## src/rtl/out_display_driver.sv

```systemverilog
// Output-register display driver: converts the latched binary value to BCD with a
// sequential double-dabble engine and multiplexes three decimal digits onto a 4-digit display.
module out_display_driver #(
  parameter int DATA_WIDTH = 8,
  parameter int SCAN_DIV   = 50000
) (
  input  logic                  clk,
  input  logic                  reset,
  input  logic [DATA_WIDTH-1:0] out_val,
  input  logic                  load,
  output logic                  busy,
  output logic [6:0]            seg,
  output logic [3:0]            digit_an
);

  // Enough BCD nibbles for the full input range, never fewer than the three displayed.
  localparam int NDIG_RAW = (DATA_WIDTH * 31) / 100 + 1;
  localparam int NDIG     = (NDIG_RAW < 3) ? 3 : NDIG_RAW;
  localparam int BCD_W    = 4 * NDIG;
  localparam int CNT_W    = $clog2(DATA_WIDTH + 1);
  localparam int PS_W     = $clog2(SCAN_DIV);

  localparam logic [CNT_W-1:0] STEP_LAST = CNT_W'(DATA_WIDTH - 1);
  localparam logic [PS_W-1:0]  PS_LAST   = PS_W'(SCAN_DIV - 1);

  typedef enum logic [1:0] {
    IDLE    = 2'd0,
    CONVERT = 2'd1,
    COMMIT  = 2'd2
  } state_t;

  state_t                state_q, state_d;
  logic [DATA_WIDTH-1:0] shift_q, shift_d;
  logic [BCD_W-1:0]      bcd_q, bcd_d;
  logic [CNT_W-1:0]      step_q, step_d;
  logic                  pend_valid_q, pend_valid_d;
  logic [DATA_WIDTH-1:0] pend_val_q, pend_val_d;
  logic [11:0]           disp_q, disp_d;
  logic [PS_W-1:0]       presc_q, presc_d;
  logic [1:0]            dig_q, dig_d;
  logic [6:0]            seg_q, seg_d;
  logic [3:0]            an_q, an_d;

  logic [BCD_W-1:0]            bcd_adj;
  logic [BCD_W+DATA_WIDTH-1:0] dd_shifted;
  logic                        start_conv;
  logic [DATA_WIDTH-1:0]       start_val;

  function automatic logic [6:0] seg_decode(input logic [3:0] d);
    logic [6:0] s;
    case (d)
      4'd0:    s = 7'b0111111;
      4'd1:    s = 7'b0000110;
      4'd2:    s = 7'b1011011;
      4'd3:    s = 7'b1001111;
      4'd4:    s = 7'b1100110;
      4'd5:    s = 7'b1101101;
      4'd6:    s = 7'b1111101;
      4'd7:    s = 7'b0000111;
      4'd8:    s = 7'b1111111;
      4'd9:    s = 7'b1101111;
      default: s = 7'b0000000;
    endcase
    return s;
  endfunction

  genvar gi;
  generate
    for (gi = 0; gi < NDIG; gi++) begin : g_add3
      assign bcd_adj[gi*4 +: 4] = (bcd_q[gi*4 +: 4] >= 4'd5) ? bcd_q[gi*4 +: 4] + 4'd3
                                                             : bcd_q[gi*4 +: 4];
    end
  endgenerate

  assign dd_shifted = {bcd_adj, shift_q} << 1;

  // FSM: state register
  always_ff @(posedge clk or posedge reset) begin
    if (reset) begin
      state_q <= IDLE;
    end else begin
      state_q <= state_d;
    end
  end

  // FSM: next-state logic
  always_comb begin
    state_d = state_q;
    case (state_q)
      IDLE:    if (load) state_d = CONVERT;
      CONVERT: if (step_q == STEP_LAST) state_d = COMMIT;
      COMMIT:  state_d = (pend_valid_q || load) ? CONVERT : IDLE;
      default: state_d = IDLE;
    endcase
  end

  // FSM: outputs
  always_comb begin
    busy = (state_q != IDLE);
  end

  // A load arriving in the COMMIT cycle is newer than the pending slot, so it wins.
  always_comb begin
    start_conv = 1'b0;
    start_val  = out_val;
    if (state_q == IDLE && load) begin
      start_conv = 1'b1;
    end else if (state_q == COMMIT && (load || pend_valid_q)) begin
      start_conv = 1'b1;
      start_val  = load ? out_val : pend_val_q;
    end
  end

  always_comb begin
    shift_d      = shift_q;
    bcd_d        = bcd_q;
    step_d       = step_q;
    pend_valid_d = pend_valid_q;
    pend_val_d   = pend_val_q;
    disp_d       = disp_q;

    if (state_q == CONVERT) begin
      {bcd_d, shift_d} = dd_shifted;
      step_d           = step_q + CNT_W'(1);
      if (load) begin
        pend_valid_d = 1'b1;
        pend_val_d   = out_val;
      end
    end

    if (state_q == COMMIT) begin
      disp_d       = bcd_q[11:0];
      pend_valid_d = 1'b0;
    end

    if (start_conv) begin
      shift_d = start_val;
      bcd_d   = '0;
      step_d  = '0;
    end
  end

  always_ff @(posedge clk or posedge reset) begin
    if (reset) begin
      shift_q      <= '0;
      bcd_q        <= '0;
      step_q       <= '0;
      pend_valid_q <= 1'b0;
      pend_val_q   <= '0;
      disp_q       <= '0;
    end else begin
      shift_q      <= shift_d;
      bcd_q        <= bcd_d;
      step_q       <= step_d;
      pend_valid_q <= pend_valid_d;
      pend_val_q   <= pend_val_d;
      disp_q       <= disp_d;
    end
  end

  // Segment data is derived from next-cycle latch and index so seg and digit_an move together.
  always_comb begin
    logic [3:0] hund, tens, ones;
    hund = disp_d[11:8];
    tens = disp_d[7:4];
    ones = disp_d[3:0];

    presc_d = (presc_q == PS_LAST) ? '0 : presc_q + PS_W'(1);
    dig_d   = (presc_q == PS_LAST) ? dig_q + 2'd1 : dig_q;
    an_d    = ~(4'b0001 << dig_d);

    seg_d = 7'b0000000;
    case (dig_d)
      2'd0: seg_d = seg_decode(ones);
      2'd1: seg_d = (hund == 4'd0 && tens == 4'd0) ? 7'b0000000 : seg_decode(tens);
      2'd2: seg_d = (hund == 4'd0) ? 7'b0000000 : seg_decode(hund);
      default: seg_d = 7'b0000000;
    endcase
  end

  always_ff @(posedge clk or posedge reset) begin
    if (reset) begin
      presc_q <= '0;
      dig_q   <= 2'd0;
      an_q    <= 4'b1110;
      seg_q   <= 7'b0111111;
    end else begin
      presc_q <= presc_d;
      dig_q   <= dig_d;
      an_q    <= an_d;
      seg_q   <= seg_d;
    end
  end

  assign seg      = seg_q;
  assign digit_an = an_q;

endmodule

```

## config.mk

```make
export PLATFORM = sky130hd
export DESIGN_NAME = out_display_driver
export DESIGN_NICKNAME = d
export VERILOG_FILES = /design/src/rtl/out_display_driver.sv
export SDC_FILE = /design/constraint.sdc
export NUM_CORES = 1
export LEC_CHECK = 0
export CORE_UTILIZATION = 60
export DETAILED_ROUTE_END_ITERATION = 10
export GPL_ROUTABILITY_DRIVEN = 0
export GPL_TIMING_DRIVEN = 0
export PLACE_DENSITY = 0.92
export SYNTH_ARGS = -nofsm -noshare
export SYNTH_HDL_FRONTEND = slang
export SYNTH_SLANG_ARGS = --single-unit
```

## constraint.sdc

```tcl
create_clock -name clk -period 6.3 [get_ports clk]
set_input_delay 0.945 -clock clk [delete_from_list [all_inputs] [get_ports clk]]
set_output_delay 0.945 -clock clk [all_outputs]
set_load 0.005 [all_outputs]
```

; Word-level counts from Yosys, hierarchy flattened
; Memory sizes are Yosys's and may differ from the RTL's.
; Index checks and enable logic that the tools add are counted.
[totals]
output_inout_bits = 12
regBits = 76
mem_bits_ro = 336
n_memories = 3
[mem_list]
columns = memory, depth, width, read_ports, rd_ports_with_merged_regs, write_ports, line_no
row1 = (name not given), 16, 7, 1, 0, 0, 51  ; case (d)
row2 = (name not given), 16, 7, 1, 0, 0, 51
row3 = (name not given), 16, 7, 1, 0, 0, 51
[classes]
n_reduce_logical = 14
mux = 27
n_bitwise = 1
eq_ne = 8
n_addsub = 6
shifts = 1
order_cmp = 3
[op_table]
columns = operator, n
row1 = $mux W8, 5
row2 = $mux W12, 3
row3 = $pmux W7 S3, 1
row4 = $add A16 B1 Y16 const B, 1
row5 = $eq A16 B16 Y1 const B, 1
row6 = $mux W16, 1
row7 = $mux W4, 4
row8 = $mux W7, 2
row9 = $ge A4 B3 Y1 const B, 3
row10 = $add A4 B2 Y4 const B, 2
row11 = $logic_not A4 Y1, 2
row12 = $reduce_bool A2 Y1, 4
row13 = $mux W1, 6
row14 = $mux W2, 3
row15 = $pmux W2 S3, 1
row16 = $add A4 B1 Y4 const B, 1
row17 = $eq A2 B1 Y1 const B, 2
row18 = $eq A2 B2 Y1 const B, 2
row19 = $eq A4 B3 Y1 const B, 1
row20 = $logic_not A2 Y1, 2
row21 = $ne A2 B2 Y1 const B, 2
row22 = $not A4 Y4, 1
row23 = $reduce_and A2 Y1, 2
row24 = $shl A1 B2 Y4 const A, 1
row25 = other kinds (5), 7

; Depth between registers and ports, before layout
; Gate-level depths: netlist of run 1.
[depth]
word_depth = 6
ltp_mapped = 11

; Worst setup path before layout of run 1
; No wires, ideal clock.
[synth_timing]
path_kind = reg2reg
from = reg state_q[0]
to = reg seg_q[6] (netlist: seg[6])
path_stages_with_launch = 11
slack_ps = 3973
arrival_time_ps = 2193
required_ps = 6166
n_path_buf = 2
path_cell_list = dfrtp_1 > inv_1 > ha_1 > buf_6 > buf_2 > mux2i_1 > ha_1 > and3_1 > a32oi_1 > nand3b_4 > o221ai_2
[synth_via]
elab_chain_cells = 6
word_cells_on_any_way = 11
classes_between = 1 x eq/ne / 4 x mux / 3 x reduce/logical / 3 x memory
[synth_rtl]
columns = item, line_no
row1 = from (decl), 32  ; state_t state_q, state_d;
row2 = from (signal assigned), 82  ; state_q <= state_d;
row3 = $eq A2 B2 Y1 (*), 131  ; if (state_q == COMMIT) begin
row4 = $mux W12 (*), 131
row5 = "parallel branches: the longest is 3 deep, another holds $mem_v2 Z16 W7", n/a
row6 = $pmux W7 S3 (*), 173  ; case (dig_d)
row7 = named net seg_d[6], 41  ; logic [6:0] seg_q, seg_d;
row8 = to (signal assigned), 191  ; seg_q <= seg_d;
row9 = to (decl), 41
; Mark *: on every way through the listed nets, which the timed path passes.
; A chain may end at the register's enable or synchronous reset.

; Worst setup path in the final report of run 1
[layout_timing]
from = reg state_q[0]
to = reg seg_q[5] (netlist: seg[5])
; The elaborated chain is that of the path after synthesis.

==> results.json, run 1 <==
{
  "status": "completed",
  "ys_types": 49,
  "fin_crit_ps": 2810,
  "crit_chain": "inv_1 > ha_1 > buf_6 > buf_2 > mux2i_1 > ha_1 > and3_1 > a32oi_1 > nand3b_4 > o221ai_1",
  "crit_buf_inv": 3,
  "worst-path-stages": 10,
  "clk_latency_ps": 360,
  "drtIter0Drc": 290,
  "slowest_stage": "mux2i_1",
  "cts_tree": "built",
  "cts_made_buffers": 9,
  "cp_common_cell": "ha_1",
  "ios": 23,
  "fmax_mhz": 355,
  "drv_cap": 0,
  "finish.instance_area_sq_um": 4760,
  "async_flop_share_pct": 100,
  "crit_arrival_ps": 3080,
  "placed_area_sq_um": 4580,
  "fin_tns_setup_ps": 0,
  "antenna_cells": 0,
  "wl_mm": 8.67,
  "slew_headroom_pct": 39.3,
  "port_buffers": 22,
  "cts_hold_buffers": 0,
  "route.detailed.wl_per_inst_um": 15.6,
  "hold_viol": 0,
  "routed_via_density": 5.73,
  "rsz0062_at_grt": "no",
  "vias": 3175,
  "num_rows": 30,
  "path_clk_slew_ps": 80,
  "yosysSeqAreaShare_pct": 45.2,
  "die_width_um": 86.0,
  "avgSynthCellArea_sq_um": 10.1,
  "cts-htree-levels": 3,
  "cts_max_path_buffers": 2,
  "layout.nets": 493,
  "synth_cells": 420,
  "dieArea_sq_um": 7400,
  "synth_nets": 460,
  "grt_pass1_vias": 3224,
  "drc": 0,
  "min_path_type": "flop to flop",
  "num-fill-cells": 477,
  "cts_root_buf": "clkbuf_8",
  "final_cell_mix": "dfrtp_1, a21oi_1, nand2_1",
  "ant_nets": 0,
  "synth-edff-count": 0,
  "layout_commonest_cell": "dfrtp_1",
  "skew_ps": 10.0,
  "dp_slack_ps": 3540,
  "post_route_cells_drive_above_1_share_pct": 12.4,
  "irDropWorstVdd_v": 0.000176,
  "grt_max_degree": 77,
  "path_class": "flop to flop",
  "cts.sinks": 76,
  "power.density_nw_per_um2": 388,
  "dp_cells": 538,
  "antenna_found_initial": 0,
  "rr_worst_depth": 10,
  "critPathLaunchType": "flop",
  "p_leak_nw": 2.15,
  "cp_max_fo": 10,
  "coreArea_sq_um": 6790,
  "grt_pass1_wl_mm": 14.7,
  "grt_use_total_pct": 25.8,
  "min_path_cells": 1,
  "dr.pass1.iters": 5,
  "layout_setup_ws_ps": 3490,
  "chipHeight_um": 86.0,
  "hpwlAfterDp_mm": 6.12,
  "synth_ff_type": "dfrtp_1",
  "area_growth_pct": 12.5,
  "fin_crit_sh_pct": 44.7,
  "cts_resized": 0,
  "post_cts_buffers": 0,
  "whs_ps": 464,
  "final-instance-count-excl-fill": 554,
  "utilization_pct": 70.1,
  "ys_warn_count": 0,
  "worstSetupEndpointType": "flop",
  "cp.required_ps": 6570,
  "total_power_mw": 1.85,
  "syn_area_sq_um": 4230,
  "crit_family": "buffers and inverters",
  "worst_slew_pin_slew_ps": 910,
  "synth_seq_cells": 76,
  "maxSlewViolCount": 0,
  "slowest_delay_ps": 490,
  "grt_overflow_total": 0,
  "start_util_pct": 62.3,
  "setup_viol": 0
}
## cell usage after synthesis (2+ instances only)
| cell type | count | share of area [%] |
|---|---|---|
| dfrtp_1 | 67 | 40 |
| a21oi_1 | 41 | 4.8 |
| nand2_1 | 38 | 3.4 |
| nor2_1 | 33 | 2.9 |
| ha_1 | 29 | 8.6 |
| inv_1 | 24 | 2.1 |
| mux2i_1 | 24 | 5.7 |
| o21ai_0 | 15 | 1.8 |
| xnor2_1 | 13 | 2.7 |
| nand3_1 | 12 | 1.4 |
| mux2_2 | 10 | 2.7 |
| dfstp_2 | 9 | 5.6 |
| nand2b_1 | 8 | 1.2 |
| xor2_1 | 8 | 1.7 |
| clkbuf_1 | 7 | 0.62 |
| a211oi_1 | 6 | 1.1 |
| and2_1 | 6 | 0.89 |
| nor2b_1 | 6 | 0.89 |
| nor3_1 | 6 | 0.71 |
| nand4_1 | 5 | 0.74 |
| and3_1 | 4 | 0.59 |
| buf_2 | 4 | 0.47 |
| inv_2 | 4 | 0.35 |
| o221ai_2 | 4 | 1.4 |
| and4_1 | 3 | 0.62 |
| nor3b_1 | 3 | 0.53 |
| o211ai_1 | 3 | 0.53 |
| o221ai_1 | 3 | 0.62 |
| buf_1 | 2 | 0.18 |
| buf_6 | 2 | 0.53 |
| mux2_1 | 2 | 0.53 |
| mux2i_2 | 2 | 0.65 |
## worst reg2reg max path: cells and delay by family, from the launching register on
| family | cells | cell delay, ps |
|---|---|---|
| mux | 1 | 490 |
| fa+ha+maj | 2 | 480 |
| flops | 1 | 400 |
| simple gates | 2 | 420 |
| compound gates | 2 | 360 |
| buf+inv | 3 | 590 |
## registers in the layout (all words and copies together), names as in the netlist
register / cells
disp_q: 12
dig_q: 2
shift_q: 8
pend_val_q: 8
digit_an: 4
state_q: 2
presc_q: 16
pend_valid_q: 1
step_q: 4
seg: 7
bcd_q: 12
## layer usage
metal / global-route usage (%) / part of all wire, % / up-vias
li1: - / - / 1517
met1: 32.0 / 42 / 1542
met2: 43.0 / 50 / 93
met3: 5.29 / 5.1 / 23
met4: 12.7 / 2.5 / 0
met5: 0 / 0 / -
## where the power goes
part | internal (mW) | switching [mW]
Sequential | 0.639 | 0.0901
Clock | 0.164 | 0.190
Combinational | 0.321 | 0.446
Total | 1.12 | 0.726
## layout make-up
class	count	area, sq um	share of cell area, %
clock inverters	5	36.3	0.762
plain buffers	15	76.3	1.60
inverters	28	108	2.26
flip-flops and latches	76	1910	40.2
well taps	96	120	2.52
repair buffers	22	220	4.62
clock buffers	11	151	3.18
multi-input cells	301	2140	44.9
## final timing paths
check | startpoint | endpoint | slack [ps]
worst max register to register | state_q[0] | seg[5] | 3490
min in group asynchronous | reset | presc_q[11] | 1140
worst min-delay path | presc_q[0] | presc_q[0] | 460
max in group asynchronous | reset | dig_q[1] | 4580
worst max-delay path | state_q[0] | seg[5] | 3490
worst min register to register | presc_q[0] | presc_q[0] | 460
## logic make-up after synthesis
| family | share of synthesized area [%] |
|---|---|
| simple gates | 15.7 |
| compound gates | 12.0 |
| flops | 45.2 |
| buf+inv | 4.29 |
| mux | 9.52 |
| fa+ha+maj | 8.57 |
| xor+xnor | 4.73 |
No activity file was read; power rests on OpenSTA's default activity.
==> inputs of run 2 (changes only) <==
--- a/config.mk
+++ b/config.mk
@@ -5,11 +5,11 @@
 export SDC_FILE = /design/constraint.sdc
 export NUM_CORES = 1
 export LEC_CHECK = 0
-export CORE_UTILIZATION = 60
+export CORE_UTILIZATION = 54
 export DETAILED_ROUTE_END_ITERATION = 10
 export GPL_ROUTABILITY_DRIVEN = 0
 export GPL_TIMING_DRIVEN = 0
-export PLACE_DENSITY = 0.92
+export PLACE_DENSITY = 0.88
 export SYNTH_ARGS = -nofsm -noshare
 export SYNTH_HDL_FRONTEND = slang
 export SYNTH_SLANG_ARGS = --single-unit
==> constraint.sdc (replaced) <==
create_clock -name clk -period 2.55 [get_ports clk]
set_input_delay 0.3825 -clock clk [delete_from_list [all_inputs] [get_ports clk]]
set_output_delay 0.3825 -clock clk [all_outputs]
set_load 0.005 [all_outputs]
==> run 2 against run 1 <==
  * Flip-flop and latch count is the same
  * Via count shrank 1.2%
  * Die area grew 11%
  * Clock power grew to 2.8 times the previous value
  * Routed wire length shrank 4.6%
==> results.json, run 2 (same netlist as run 1, synthesis figures left out) <==
{
  "maxSlewViolCount": 0,
  "cts.sinks": 76,
  "post_route_cells_drive_above_1_share_pct": 13.3,
  "route.detailed.wl_per_inst_um": 14.9,
  "vias": 3137,
  "setup_viol": 0,
  "crit_arrival_ps": 2670,
  "cts-htree-levels": 3,
  "start_util_pct": 57.2,
  "antenna_found_initial": 0,
  "whs_ps": 450,
  "skew_ps": 16.4,
  "drc": 0,
  "drv_cap": 0,
  "final-instance-count-excl-fill": 556,
  "ant_nets": 0,
  "num-fill-cells": 577,
  "irDropWorstVdd_v": 0.000374,
  "grt_overflow_total": 0,
  "largestRegisters": "presc_q (16), bcd_q (12), disp_q (12)",
  "crit_buf_inv": 3,
  "fin_crit_sh_pct": 94.4,
  "dp_cells": 541,
  "critPathLaunchType": "flop",
  "min_path_type": "flop to flop",
  "chipHeight_um": 90.6,
  "slowest_delay_ps": 420,
  "cts_root_buf": "clkbuf_8",
  "total_power_mw": 4.76,
  "fin_tns_setup_ps": 0,
  "cts_max_path_buffers": 2,
  "routed_via_density": 5.64,
  "fmax_mhz": 415,
  "coreArea_sq_um": 7410,
  "die_width_um": 90.6,
  "area_growth_pct": 14.9,
  "p_leak_nw": 2.18,
  "grt_max_degree": 77,
  "drtIter0Drc": 222,
  "power.density_nw_per_um2": 977,
  "grt_use_total_pct": 21.8,
  "hold_viol": 0,
  "dr.pass1.iters": 5,
  "cts_tree": "built",
  "port_buffers": 22,
  "num_rows": 31,
  "wl_mm": 8.27,
  "crit_chain": "inv_1 > ha_1 > buf_6 > mux2_1 > inv_1 > ha_2 > and3_4 > a32oi_4 > nand3b_4 > o221ai_1",
  "crit_family": "buffers and inverters",
  "fin_crit_ps": 2410,
  "path_class": "flop to flop",
  "post_cts_buffers": 0,
  "rsz0062_at_grt": "no",
  "hpwlAfterDp_mm": 5.84,
  "ios": 23,
  "cts_made_buffers": 9,
  "cp_common_cell": "inv_1",
  "worstSetupEndpointType": "flop",
  "grt_pass1_wl_mm": 14.2,
  "cp_max_fo": 10,
  "layout_commonest_cell": "dfrtp_1",
  "status": "completed",
  "grt_pass1_vias": 3144,
  "final_cell_mix": "dfrtp_1, a21oi_1, nand2_1",
  "worst_slew_pin_slew_ps": 899,
  "slowest_stage": "mux2_1",
  "cp.required_ps": 2810,
  "layout.nets": 493,
  "dieArea_sq_um": 8200,
  "clk_latency_ps": 360,
  "path_clk_slew_ps": 70,
  "antenna_cells": 0,
  "slew_headroom_pct": 40.0,
  "largest_reg_flops": 16,
  "regMostFlops": "presc_q"
}
run 2: cell types whose count changed in the layout (fill, tap and decap cells not counted), moves of 2 or more:
| cell | change |
|---|---|
| bufinv_16 | +2 |
| clkinvlp_4 | -3 |
| mux2i_1 | -3 |
| mux2i_4 | +3 |
run 2: per-stage QoR:
step	utilization, %	worst slack [ps]	cell area (sq um)
2_1_floorplan	-	223	4230
3_3_place_gp	61.8	-881	4580
3_5_place_dp	61.8	-187	4580
4_1_cts	65.0	24.5	4820
5_1_grt	65.7	1.48	4870
6_report	65.7	142	4870
run 2: worst reg2reg max path, cell delays in order (launching register included):
cell      delay [ps]
dfrtp_1          400
inv_1            110
ha_1             170
buf_6            170
mux2_1           420
inv_1            160
ha_2             230
and3_4           230
a32oi_4          130
nand3b_4         150
o221ai_1         150
run 2: final cells by class:
| class | instances | area, sq um | area share, % |
|---|---|---|---|
| clock buffer | 11 | 141 | 2.91 |
| inverter | 28 | 108 | 2.21 |
| multi-input combinational | 301 | 2200 | 45.3 |
| timing repair buffer | 22 | 220 | 4.53 |
| buffer | 15 | 82.6 | 1.70 |
| clock inverter | 4 | 73.8 | 1.52 |
| sequential | 76 | 1910 | 39.3 |
| tap | 99 | 124 | 2.55 |
run 2: layer usage:
layer / up-vias / track usage, % / share of wire [%]
met1: 1524 / 27.2 / 43
met3: 20 / 5.56 / 4.4
met4: 0 / 8.33 / 2.0
met5: - / 0 / 0
li1: 1514 / - / -
met2: 79 / 36.3 / 50
run 2: report_power, final:
group	switching [mW]	internal, mW	total [mW]
clock	0.431	0.573	1.00
sequential	0.233	1.58	1.81
combinational	1.10	0.838	1.94
run 2: path summary, 6_finish.rpt:
kind                            startpoint     endpoint  slack, ps  depth (start not counted)
worst max-delay path            state_q[0]       seg[0]        140                         10
worst min-delay path            presc_q[0]   presc_q[0]        450                          1
worst max register to register  state_q[0]       seg[0]        140                         10
worst min register to register  presc_q[0]   presc_q[0]        450                          1
max in group asynchronous            reset    disp_q[4]       1390                          2
min in group asynchronous            reset  presc_q[15]        580                          2
run 2: timing repair:
item | CTS | global route
pin swaps | 0 | 1
hold buffers | 0 | 0
setup endpoints to repair | 7 | 7
resized for setup | 4 | 9
==> inputs of run 3 (changes only) <==
--- a/config.mk
+++ b/config.mk
@@ -9,7 +9,7 @@
 export DETAILED_ROUTE_END_ITERATION = 10
 export GPL_ROUTABILITY_DRIVEN = 0
 export GPL_TIMING_DRIVEN = 0
-export PLACE_DENSITY = 0.88
+export PLACE_DENSITY = 0.76
 export SYNTH_ARGS = -nofsm -noshare
 export SYNTH_HDL_FRONTEND = slang
 export SYNTH_SLANG_ARGS = --single-unit
==> run 3 against run 2 <==
  * Core utilization increased by 1.4 points
  * Final area increased by 2.2%
  * Highest routed layer unchanged
  * Clock skew decreased by 6.8 ps
  * Cell count increased by 0.54%
  * Combinational power increased by 4%
  * Critical path type unchanged
==> results.json, run 3 (same netlist as run 1, synthesis figures left out) <==
{
  "cts_made_buffers": 9,
  "drtIter0Drc": 186,
  "route.detailed.wl_per_inst_um": 15.8,
  "grt_overflow_total": 0,
  "num_rows": 31,
  "hold_viol": 0,
  "placed_area_sq_um": 4610,
  "crit_family": "buffers and inverters",
  "vias": 3138,
  "layout.nets": 496,
  "largestRegisters": "presc_q (16), bcd_q (12), disp_q (12)",
  "cts_root_buf": "clkbuf_8",
  "use_met2_pct": 39.2,
  "dp_slack_ps": -183,
  "wl_mm": 8.85,
  "area_growth_pct": 17.4,
  "rsz0062_at_grt": "no",
  "drv_cap": 0,
  "crit_chain": "inv_1 > ha_1 > buf_6 > buf_8 > mux2i_4 > ha_2 > and3_4 > a32oi_4 > nand3b_4 > o221ai_2",
  "critPathLaunchType": "flop",
  "dieArea_sq_um": 8200,
  "finish.instance_area_sq_um": 4970,
  "skew_ps": 9.55,
  "grt_util_met3_pct": 4.38,
  "path_clk_slew_ps": 80,
  "grt-busiest-layer": "met2",
  "cts_tree": "built",
  "cts.sinks": 76,
  "post_route_cells_drive_above_1_share_pct": 14.8,
  "drc": 0,
  "start_util_pct": 57.2,
  "cts-htree-levels": 3,
  "worstSetupEndpointType": "flop",
  "routed_via_density": 5.61,
  "crit_buf_inv": 3,
  "antenna_found_initial": 0,
  "power.density_nw_per_um2": 1020,
  "slowest_stage": "dfrtp_1",
  "antenna_cells": 0,
  "cp_max_fo": 10,
  "fin_crit_ps": 2400,
  "grt_pass1_wl_mm": 14.9,
  "cp.required_ps": 2770,
  "dr.pass1.iters": 4,
  "met1_usage_pct": 29.0,
  "multi_input_area_sq_um": 2210,
  "setup_viol": 0,
  "largest_reg_flops": 16,
  "layout_commonest_cell": "dfrtp_1",
  "path_class": "flop to flop",
  "layout_setup_ws_ps": 149,
  "status": "completed",
  "hpwlAfterDp_mm": 5.82,
  "die_width_um": 90.6,
  "crit_arrival_ps": 2620,
  "clk_latency_ps": 350,
  "fmax_mhz": 416,
  "min_path_type": "input pin to async pin",
  "regMostFlops": "presc_q",
  "p_leak_nw": 2.23,
  "worst_slew_pin_slew_ps": 657,
  "chipHeight_um": 90.6,
  "slew_headroom_pct": 55.0,
  "num-fill-cells": 579,
  "slowest_delay_ps": 400,
  "final_cell_mix": "dfrtp_1, a21oi_1, nand2_1",
  "ant_nets": 0,
  "coreArea_sq_um": 7410,
  "cts_max_path_buffers": 2,
  "fin_crit_sh_pct": 94.2,
  "grt_use_total_pct": 23.2,
  "irDropWorstVdd_v": 0.000421,
  "maxSlewViolCount": 0,
  "ios": 23,
  "seqCellArea_sq_um": 1910,
  "grt_max_degree": 55,
  "port_buffers": 22,
  "cts_hold_buffers": 0,
  "grt_pass1_vias": 3106
}
==> run 3: changes by cell type in the layout (fill, tap and decap cells not counted), moves of 2 or more <==
cell       change
o221ai_1       -2
o221ai_2       +2
bufinv_16      +2
buf_4          +2
==> run 3: path summary, 6_finish.rpt <==
kind | startpoint | end | slack, ps | cells after the start
worst max-delay path | state_q[0] | seg[6] | 150 | 10
worst min-delay path | reset | presc_q[4] | 340 | 2
worst max register to register | state_q[0] | seg[6] | 150 | 10
worst min register to register | presc_q[0] | presc_q[0] | 450 | 1
max in group asynchronous | reset | seg[2] | 1590 | 3
min in group clk | presc_q[0] | presc_q[0] | 450 | 1
==> run 3: worst reg2reg max path, stage by stage, from the launching register on <==
cell,delay (ps)
dfrtp_1,400
inv_1,110
ha_1,170
buf_6,180
buf_8,190
mux2i_4,320
ha_2,260
and3_4,230
a32oi_4,130
nand3b_4,170
o221ai_2,120
==> run 3: stage by stage <==
step / total power, mW / util, % / hold WS (ps) / setup TNS (ps) / instances
3_5_place_dp: 3.65 / 62.2 / 444 / -901 / 542
5_1_grt: 5.40 / 67.1 / 365 / 0 / 559
6_report: 5.05 / 67.1 / 345 / 0 / 559
2_1_floorplan: 3.11 / - / 424 / 0 / 420
3_3_place_gp: 3.55 / 61.8 / 439 / -65800 / 541
4_1_cts: 4.96 / 66.4 / 347 / 0 / 557
==> run 3: repair_timing <==
action                                  CTS  global route
endpoints found under the setup margin    7             7
resized for setup                         7             9
cloned                                    0             0
setup buffers                             0             2
==> run 3: layout make-up <==
cell class | count | share of cell area, %
Buffer | 15 | 1.74
Clock buffer | 11 | 3.04
Clock inverter | 4 | 2.42
Inverter | 28 | 2.16
Multi-Input combinational cell | 301 | 44.4
Sequential cell | 76 | 38.5
Tap cell | 99 | 2.49
Timing Repair Buffer | 25 | 5.28
==> run 3: power breakdown <==
group	total, mW	leakage, nW	internal (mW)	switching (mW)
combinational	2.01	1.15	0.859	1.16
sequential	1.81	0.948	1.58	0.231
clock	1.22	0.136	0.797	0.427
total	5.05	2.23	3.24	1.81
==> run 3: routing by layer <==
metal	share of wire (%)	up-vias
met5	0	-
met4	1.7	0
met3	2.8	16
met2	51	50
met1	45	1548
li1	-	1524
